$ cat config.mk
export PLATFORM = sky130hd
export DESIGN_NAME = ysyx_24100012_wbu
export DESIGN_NICKNAME = d
export VERILOG_FILES = /design/src/rtl/ysyx_24100012_wbu.sv
export SDC_FILE = /design/constraint.sdc
export NUM_CORES = 1
export LEC_CHECK = 0
export BUFFER_PORTS_ARGS = -buffer_cell sky130_fd_sc_hd__buf_4
export CORE_UTILIZATION = 54
export CTS_CLUSTER_DIAMETER = 200
export DETAILED_ROUTE_END_ITERATION = 10
export PLACE_DENSITY = 0.83
export SETUP_SLACK_MARGIN = 0.05
export SLEW_MARGIN = 30
export SYNTH_ARGS = -nofsm -noshare
export SYNTH_HDL_FRONTEND = slang
export SYNTH_SLANG_ARGS = --single-unit
$ cat constraint.sdc
create_clock -name clk -period 5.2 [get_ports clk]
set_input_delay 1.04 -clock clk [delete_from_list [all_inputs] [get_ports clk]]
set_output_delay 1.04 -clock clk [all_outputs]
set_load 0.01 [all_outputs]
$ cat src/rtl/ysyx_24100012_wbu.sv
// Write-back unit: the only driver of the register-file write port.
// Merges single-cycle EXU results with at most one outstanding LSU load,
// formats load data (byte/half/word, sign/zero extension), and exports a busy
// scoreboard so decode can stall on hazards against the in-flight load.
//
// Ports
//   clk, rst                 clock (rising edge), asynchronous active-low reset
//   exu_valid/ready          EXU result handshake; exu_wen/exu_rd/exu_data payload
//   ld_issue, ld_issue_*     load issue pulse with destination, funct3, byte offset
//   ld_slot_free             no load outstanding, ld_issue is legal
//   ld_rsp_valid/ready       LSU response handshake; ld_rsp_data/ld_rsp_err payload
//   ld_err                   one-cycle pulse after a faulted load response
//   busy                     per-register pending-load flags (bit 0 always 0)
//   RegWEn/Index/Data        registered register-file write port
module ysyx_24100012_wbu #(
  parameter int unsigned DATA_WIDTH = 32,
  parameter int unsigned N_REG      = 32,
  parameter int unsigned INDEX_LEN  = 5
) (
  input  logic                  clk,
  input  logic                  rst,
  input  logic                  exu_valid,
  output logic                  exu_ready,
  input  logic                  exu_wen,
  input  logic [INDEX_LEN-1:0]  exu_rd,
  input  logic [DATA_WIDTH-1:0] exu_data,
  input  logic                  ld_issue,
  input  logic [INDEX_LEN-1:0]  ld_issue_rd,
  input  logic [2:0]            ld_issue_fmt,
  input  logic [1:0]            ld_issue_off,
  output logic                  ld_slot_free,
  input  logic                  ld_rsp_valid,
  output logic                  ld_rsp_ready,
  input  logic [DATA_WIDTH-1:0] ld_rsp_data,
  input  logic                  ld_rsp_err,
  output logic                  ld_err,
  output logic [N_REG-1:0]      busy,
  output logic                  RegWEn,
  output logic [INDEX_LEN-1:0]  RegWriteIndex,
  output logic [DATA_WIDTH-1:0] RegWriteData
);

  typedef enum logic [1:0] {
    S_IDLE,
    S_WAIT,
    S_COMMIT
  } state_e;

  state_e                state_q, state_d;
  logic [INDEX_LEN-1:0]  rd_q, rd_d;
  logic [2:0]            fmt_q, fmt_d;
  logic [1:0]            off_q, off_d;
  logic [N_REG-1:0]      busy_q, busy_d;
  logic                  wen_q, wen_d;
  logic [INDEX_LEN-1:0]  idx_q, idx_d;
  logic [DATA_WIDTH-1:0] data_q, data_d;
  logic                  err_q, err_d;

  logic                  ld_hs;
  logic                  exu_hs;
  logic                  waw;
  logic [7:0]            byte_sel;
  logic [15:0]           half_sel;
  logic [DATA_WIDTH-1:0] ld_fmt;

  // EXU must not overtake an in-flight load to the same rd (in-order retire).
  assign waw          = exu_valid & exu_wen & busy_q[exu_rd];
  assign ld_slot_free = (state_q == S_IDLE);
  assign ld_rsp_ready = (state_q == S_WAIT);
  assign ld_hs        = ld_rsp_valid & ld_rsp_ready;
  assign exu_ready    = ~((state_q == S_WAIT) & ld_rsp_valid) & ~waw;
  assign exu_hs       = exu_valid & exu_ready;

  // Load lane selection and extension.
  always_comb begin
    byte_sel = ld_rsp_data[7:0];
    case (off_q)
      2'd1:    byte_sel = ld_rsp_data[15:8];
      2'd2:    byte_sel = ld_rsp_data[23:16];
      2'd3:    byte_sel = ld_rsp_data[31:24];
      default: byte_sel = ld_rsp_data[7:0];
    endcase
    half_sel = off_q[1] ? ld_rsp_data[31:16] : ld_rsp_data[15:0];
    case (fmt_q)
      3'b000:  ld_fmt = {{(DATA_WIDTH-8){byte_sel[7]}}, byte_sel};
      3'b001:  ld_fmt = {{(DATA_WIDTH-16){half_sel[15]}}, half_sel};
      3'b100:  ld_fmt = {{(DATA_WIDTH-8){1'b0}}, byte_sel};
      3'b101:  ld_fmt = {{(DATA_WIDTH-16){1'b0}}, half_sel};
      default: ld_fmt = ld_rsp_data;
    endcase
  end

  // Slot FSM and scoreboard.
  always_comb begin
    state_d = state_q;
    rd_d    = rd_q;
    fmt_d   = fmt_q;
    off_d   = off_q;
    busy_d  = busy_q;
    case (state_q)
      S_IDLE: begin
        if (ld_issue) begin
          state_d = S_WAIT;
          rd_d    = ld_issue_rd;
          fmt_d   = ld_issue_fmt;
          off_d   = ld_issue_off;
          if (ld_issue_rd != '0) busy_d[ld_issue_rd] = 1'b1;
        end
      end
      S_WAIT: begin
        if (ld_hs) state_d = S_COMMIT;
      end
      S_COMMIT: begin
        // Cleared one cycle after RegWEn so a reader seeing busy=0 sees the new value.
        state_d      = S_IDLE;
        busy_d[rd_q] = 1'b0;
      end
      default: state_d = S_IDLE;
    endcase
    busy_d[0] = 1'b0;
  end

  // Write-port arbitration: load response has priority (exu_ready is low then).
  always_comb begin
    wen_d  = 1'b0;
    idx_d  = idx_q;
    data_d = data_q;
    err_d  = 1'b0;
    if (ld_hs) begin
      err_d = ld_rsp_err;
      if (!ld_rsp_err && rd_q != '0) begin
        wen_d  = 1'b1;
        idx_d  = rd_q;
        data_d = ld_fmt;
      end
    end else if (exu_hs && exu_wen && exu_rd != '0) begin
      wen_d  = 1'b1;
      idx_d  = exu_rd;
      data_d = exu_data;
    end
  end

  always_ff @(posedge clk or negedge rst) begin
    if (!rst) begin
      state_q <= S_IDLE;
      rd_q    <= '0;
      fmt_q   <= '0;
      off_q   <= '0;
      busy_q  <= '0;
      wen_q   <= 1'b0;
      idx_q   <= '0;
      data_q  <= '0;
      err_q   <= 1'b0;
    end else begin
      state_q <= state_d;
      rd_q    <= rd_d;
      fmt_q   <= fmt_d;
      off_q   <= off_d;
      busy_q  <= busy_d;
      wen_q   <= wen_d;
      idx_q   <= idx_d;
      data_q  <= data_d;
      err_q   <= err_d;
    end
  end

  assign busy          = busy_q;
  assign RegWEn        = wen_q;
  assign RegWriteIndex = idx_q;
  assign RegWriteData  = data_q;
  assign ld_err        = err_q;

endmodule
==> summary.md <==
| Metric | Value |
|---|---|
| Port Buffer Count | 158 |
| CP startpoint kind | input pin |
| H-tree levels | 3 |
| Most used cell, CP | buf_4 |
| Final min period | 3.639 ns |
| Routed vias | 4,291 |
| I/O pin total | 160 |
| Worst skew pair latency | 0.36 ns |
| R2R Path Start | state_q[1]$_DFFE_PN0P_ |
| Vias in the first global route | 4,220 |
| Cell family with most CP delay | compound AO/OA/AOI/OAI gates |
| Total power | 3.085 mW |
| RePlAce Congestion | 0.9189 |
| Worst-path cell chain | buf_4, mux4_2, a2bb2oi_1, a31o_1, o22ai_2, and2_2, buf_4 |
| Seq/Total Area, Yosys | 0.4603 |
| Critical path endpoint category | output port |
| DR pass1 iterations | 5 |
| Starting Density | 0.5681 |
| Setup TNS | 0 ns |
| First-pass GRT wire length | 20.91 mm |
| Register-to-register setup slack | 2.65 ns |
| YS warnings | 0 |
| Peak per-stage delay on the critical path | 0.51 ns |
| Syn Std Cell Area | 0.004458 mm2 |
| Synth Area per Inst | 9.629 um2 |
| Nets@finish | 692 |
| Critical path class | input pin to output port |
| Power Density | 523.7 mW/mm2 |
| Max-cap violations | 0 |
| Relative slew slack | 0.3839 |
| Lkg Pwr | 2.931 nW |
| CTS Sinks | 82 |
| Initial antenna violation count | 0 |
| Final period utilization | 0.6997 |
| Remaining DRCs | 0 |
| Antenna Cells | 0 |
| Total grt overflow | 0 |
| CTS clk-pin slew, worst paths | 0.08 ns |
| Core ar. | 0.007848 mm2 |
| Hold path depth | 1 |
| Crit. path cell count | 7 |
| Worst-Margin Slew | 0.9232 ns |
| Register Area | 0.002052 mm2 |
| Reg2Reg Depth | 7 |
| CTS tree | done |
| Die Height | 92.86 um |
| Full die area | 0.008623 mm2 |
| HP Start | RegWriteData[10]$_DFFE_PN0P_ |
| Worst Hold End | RegWriteData[10]$_DFFE_PN0P_ |
| Max VDD drop | 0.0003197 V |
| Outcome | completed |
| Post-Layout Cell Count | 713 |
| # hold bufs at CTS | 0 |
| Yosys reg bits | 82 |
| Row cnt | 32 |
| Crit path required time | 4.16 ns |
| Commonest non-fill, non-tap cell in the layout | buf_4 |
| CTS buffer count | 9 |
| Routed WL | 13.68 mm |
| Count of mapped cells out of synthesis | 463 |
| GR Util All Layers | 0.3193 |
| Syn nets | 549 |
| CP max FO | 13 |
| Clock skew | 0.007473 ns |
| Clock buffer depth | 2 |
| Root buf cell | clkbuf_8 |
| Final setup vio count | 0 |
| Critical path's slowest cell | mux4_2 |
| Unrepaired setup endpoints after global routing | no |
| Final hold vios | 0 |
| First-iteration detailed-routing DRC count | 201 |
| Area added between synthesis and finish | 32.16% |
| Remaining antenna violation count | 0 |
| Multi-input gate area | 0.002190 mm2 |
| DR WL/cell | 19.18 um |
| FILL cells | 576 |
| Yosys cell types | 49 |
| Max Clk Rate | 274.8 MHz |
| WP buf/inv | 2 |
| Post-DP HPWL | 9.784 mm |
| R2r endpoint | RegWriteData[22]$_DFFE_PN0P_ |
| Share of layout cells above drive strength 1 | 0.3584 |
| Via/cell ratio | 6.018 |
| Post-CTS Setup Bufs | 0 |
| PostCTS Resize Cnt | 0 |
| Die Wd | 92.86 um |
| Crit path DAT | 2.60 ns |
| Type of the most critical hold path | flop to flop |
| Max Slew Vio Count | 0 |
| Post-Place Cells | 696 |
| Most frequent cells in the layout | 160 x buf_4, 82 x dfrtp_1, 69 x a21oi_1, 62 x nand2_1, 29 x o21ai_0 |
| Largest net degree at the start of global routing | 83 |
==> flip-flops by register name (all words and copies together) (netlist names) <==
| register | flops |
|---|---|
| fmt_q | 3 |
| off_q | 2 |
| RegWriteIndex | 5 |
| rd_q | 5 |
| state_q | 2 |
| RegWEn | 1 |
| ld_err | 1 |
| busy | 31 |
| RegWriteData | 32 |
==> cell type report <==
| class | instances | area share |
|---|---|---|
| multi-input combinational | 327 | 0.3716 |
| sequential | 82 | 0.3483 |
| timing repair buffer | 162 | 0.2083 |
| clock buffer | 12 | 0.02633 |
| tap | 102 | 0.02166 |
| inverter | 24 | 0.01529 |
| clock inverter | 4 | 0.008494 |
==> stage by stage <==
stage,util,instance area [um2],setup slack [ns],hold WS (ns)
floorplan,-,4458,2.024,0.5302
detailed placement,0.7215,5662,1.589,0.4992
global route,0.7508,5892,1.482,0.5353
CTS,0.7476,5867,1.565,0.5172
global placement,0.7184,5638,1.595,0.4907
finish,0.7508,5892,1.561,0.5151
==> routing by layer <==
metal	global-route usage	routed length, um	vias up
met2	0.5300	6760	249
li1	-	-	1944
met4	0.1667	391	0
met1	0.3904	5295	2066
met5	0	0	-
met3	0.06732	1227	32
==> worst reg2reg max path, cell delays in order, from the launching register on <==
cell,delay [ns]
dfrtp_1,0.39
nor2b_1,0.23
nand2_1,0.08
buf_4,0.24
inv_1,0.73
o21ai_2,0.43
o22ai_1,0.24
mux2i_1,0.10
==> kinds of logic after synthesis <==
family | count (synthesis) | synth area share
other | 1 | 0.0008412
multiplexers | 57 | 0.1546
AO/OA/AOI/OAI | 149 | 0.1953
flip-flops | 82 | 0.4603
AND/OR/NAND/NOR | 120 | 0.1316
buffers and inverters | 54 | 0.05726
==> where the power goes <==
part	total, mW	switching, mW	internal (mW)
Clock	0.476	0.229	0.247
Combinational	1.38	0.658	0.725
Sequential	1.23	0.305	0.921
==> cell usage after synthesis (all sizes together) <==
| master | instances | area share |
|---|---|---|
| nor3b | 7 | 0.012 |
| a32oi | 1 | 0.0020 |
| a31oi | 5 | 0.0084 |
| a222oi | 1 | 0.0022 |
| nor3 | 8 | 0.0090 |
| a2111oi | 1 | 0.0020 |
| a2bb2oi | 1 | 0.0020 |
| a31o | 2 | 0.0039 |
| and2 | 18 | 0.026 |
| a211o | 1 | 0.0020 |
| nor2b | 6 | 0.0084 |
| inv | 24 | 0.020 |
| o2bb2ai | 1 | 0.0020 |
| a211oi | 2 | 0.0034 |
| nand2 | 62 | 0.052 |
| o22ai | 24 | 0.035 |
| nor4 | 1 | 0.0014 |
| o22a | 7 | 0.014 |
| dfrtp | 82 | 0.46 |
| nor2 | 7 | 0.0059 |
| and3 | 4 | 0.0056 |
| o31ai | 1 | 0.0017 |
| clkbuf | 20 | 0.018 |
| nand2b | 2 | 0.0028 |
| and3b | 4 | 0.0079 |
| buf | 10 | 0.019 |
| conb | 1 | 0.00084 |
| mux4 | 5 | 0.027 |
| mux2 | 30 | 0.078 |
| mux2i | 22 | 0.049 |
| a221oi | 1 | 0.0020 |
| o2111ai | 1 | 0.0020 |
| nand3 | 1 | 0.0011 |
| o32ai | 1 | 0.0020 |
| a21oi | 69 | 0.077 |
| o21ai | 30 | 0.034 |
==> worst max-delay path by stage <==
stage | slack [ns] | end | startpoint
floorplan | 2.02 | exu_ready | exu_rd[1]
global placement | 1.60 | exu_ready | exu_rd[0]
detailed placement | 1.59 | exu_ready | exu_rd[0]
CTS | 1.57 | exu_ready | exu_rd[1]
global route | 1.48 | exu_ready | exu_rd[1]
finish | 1.56 | exu_ready | exu_rd[1]
Note: power is estimated with default switching activity, not from simulation.
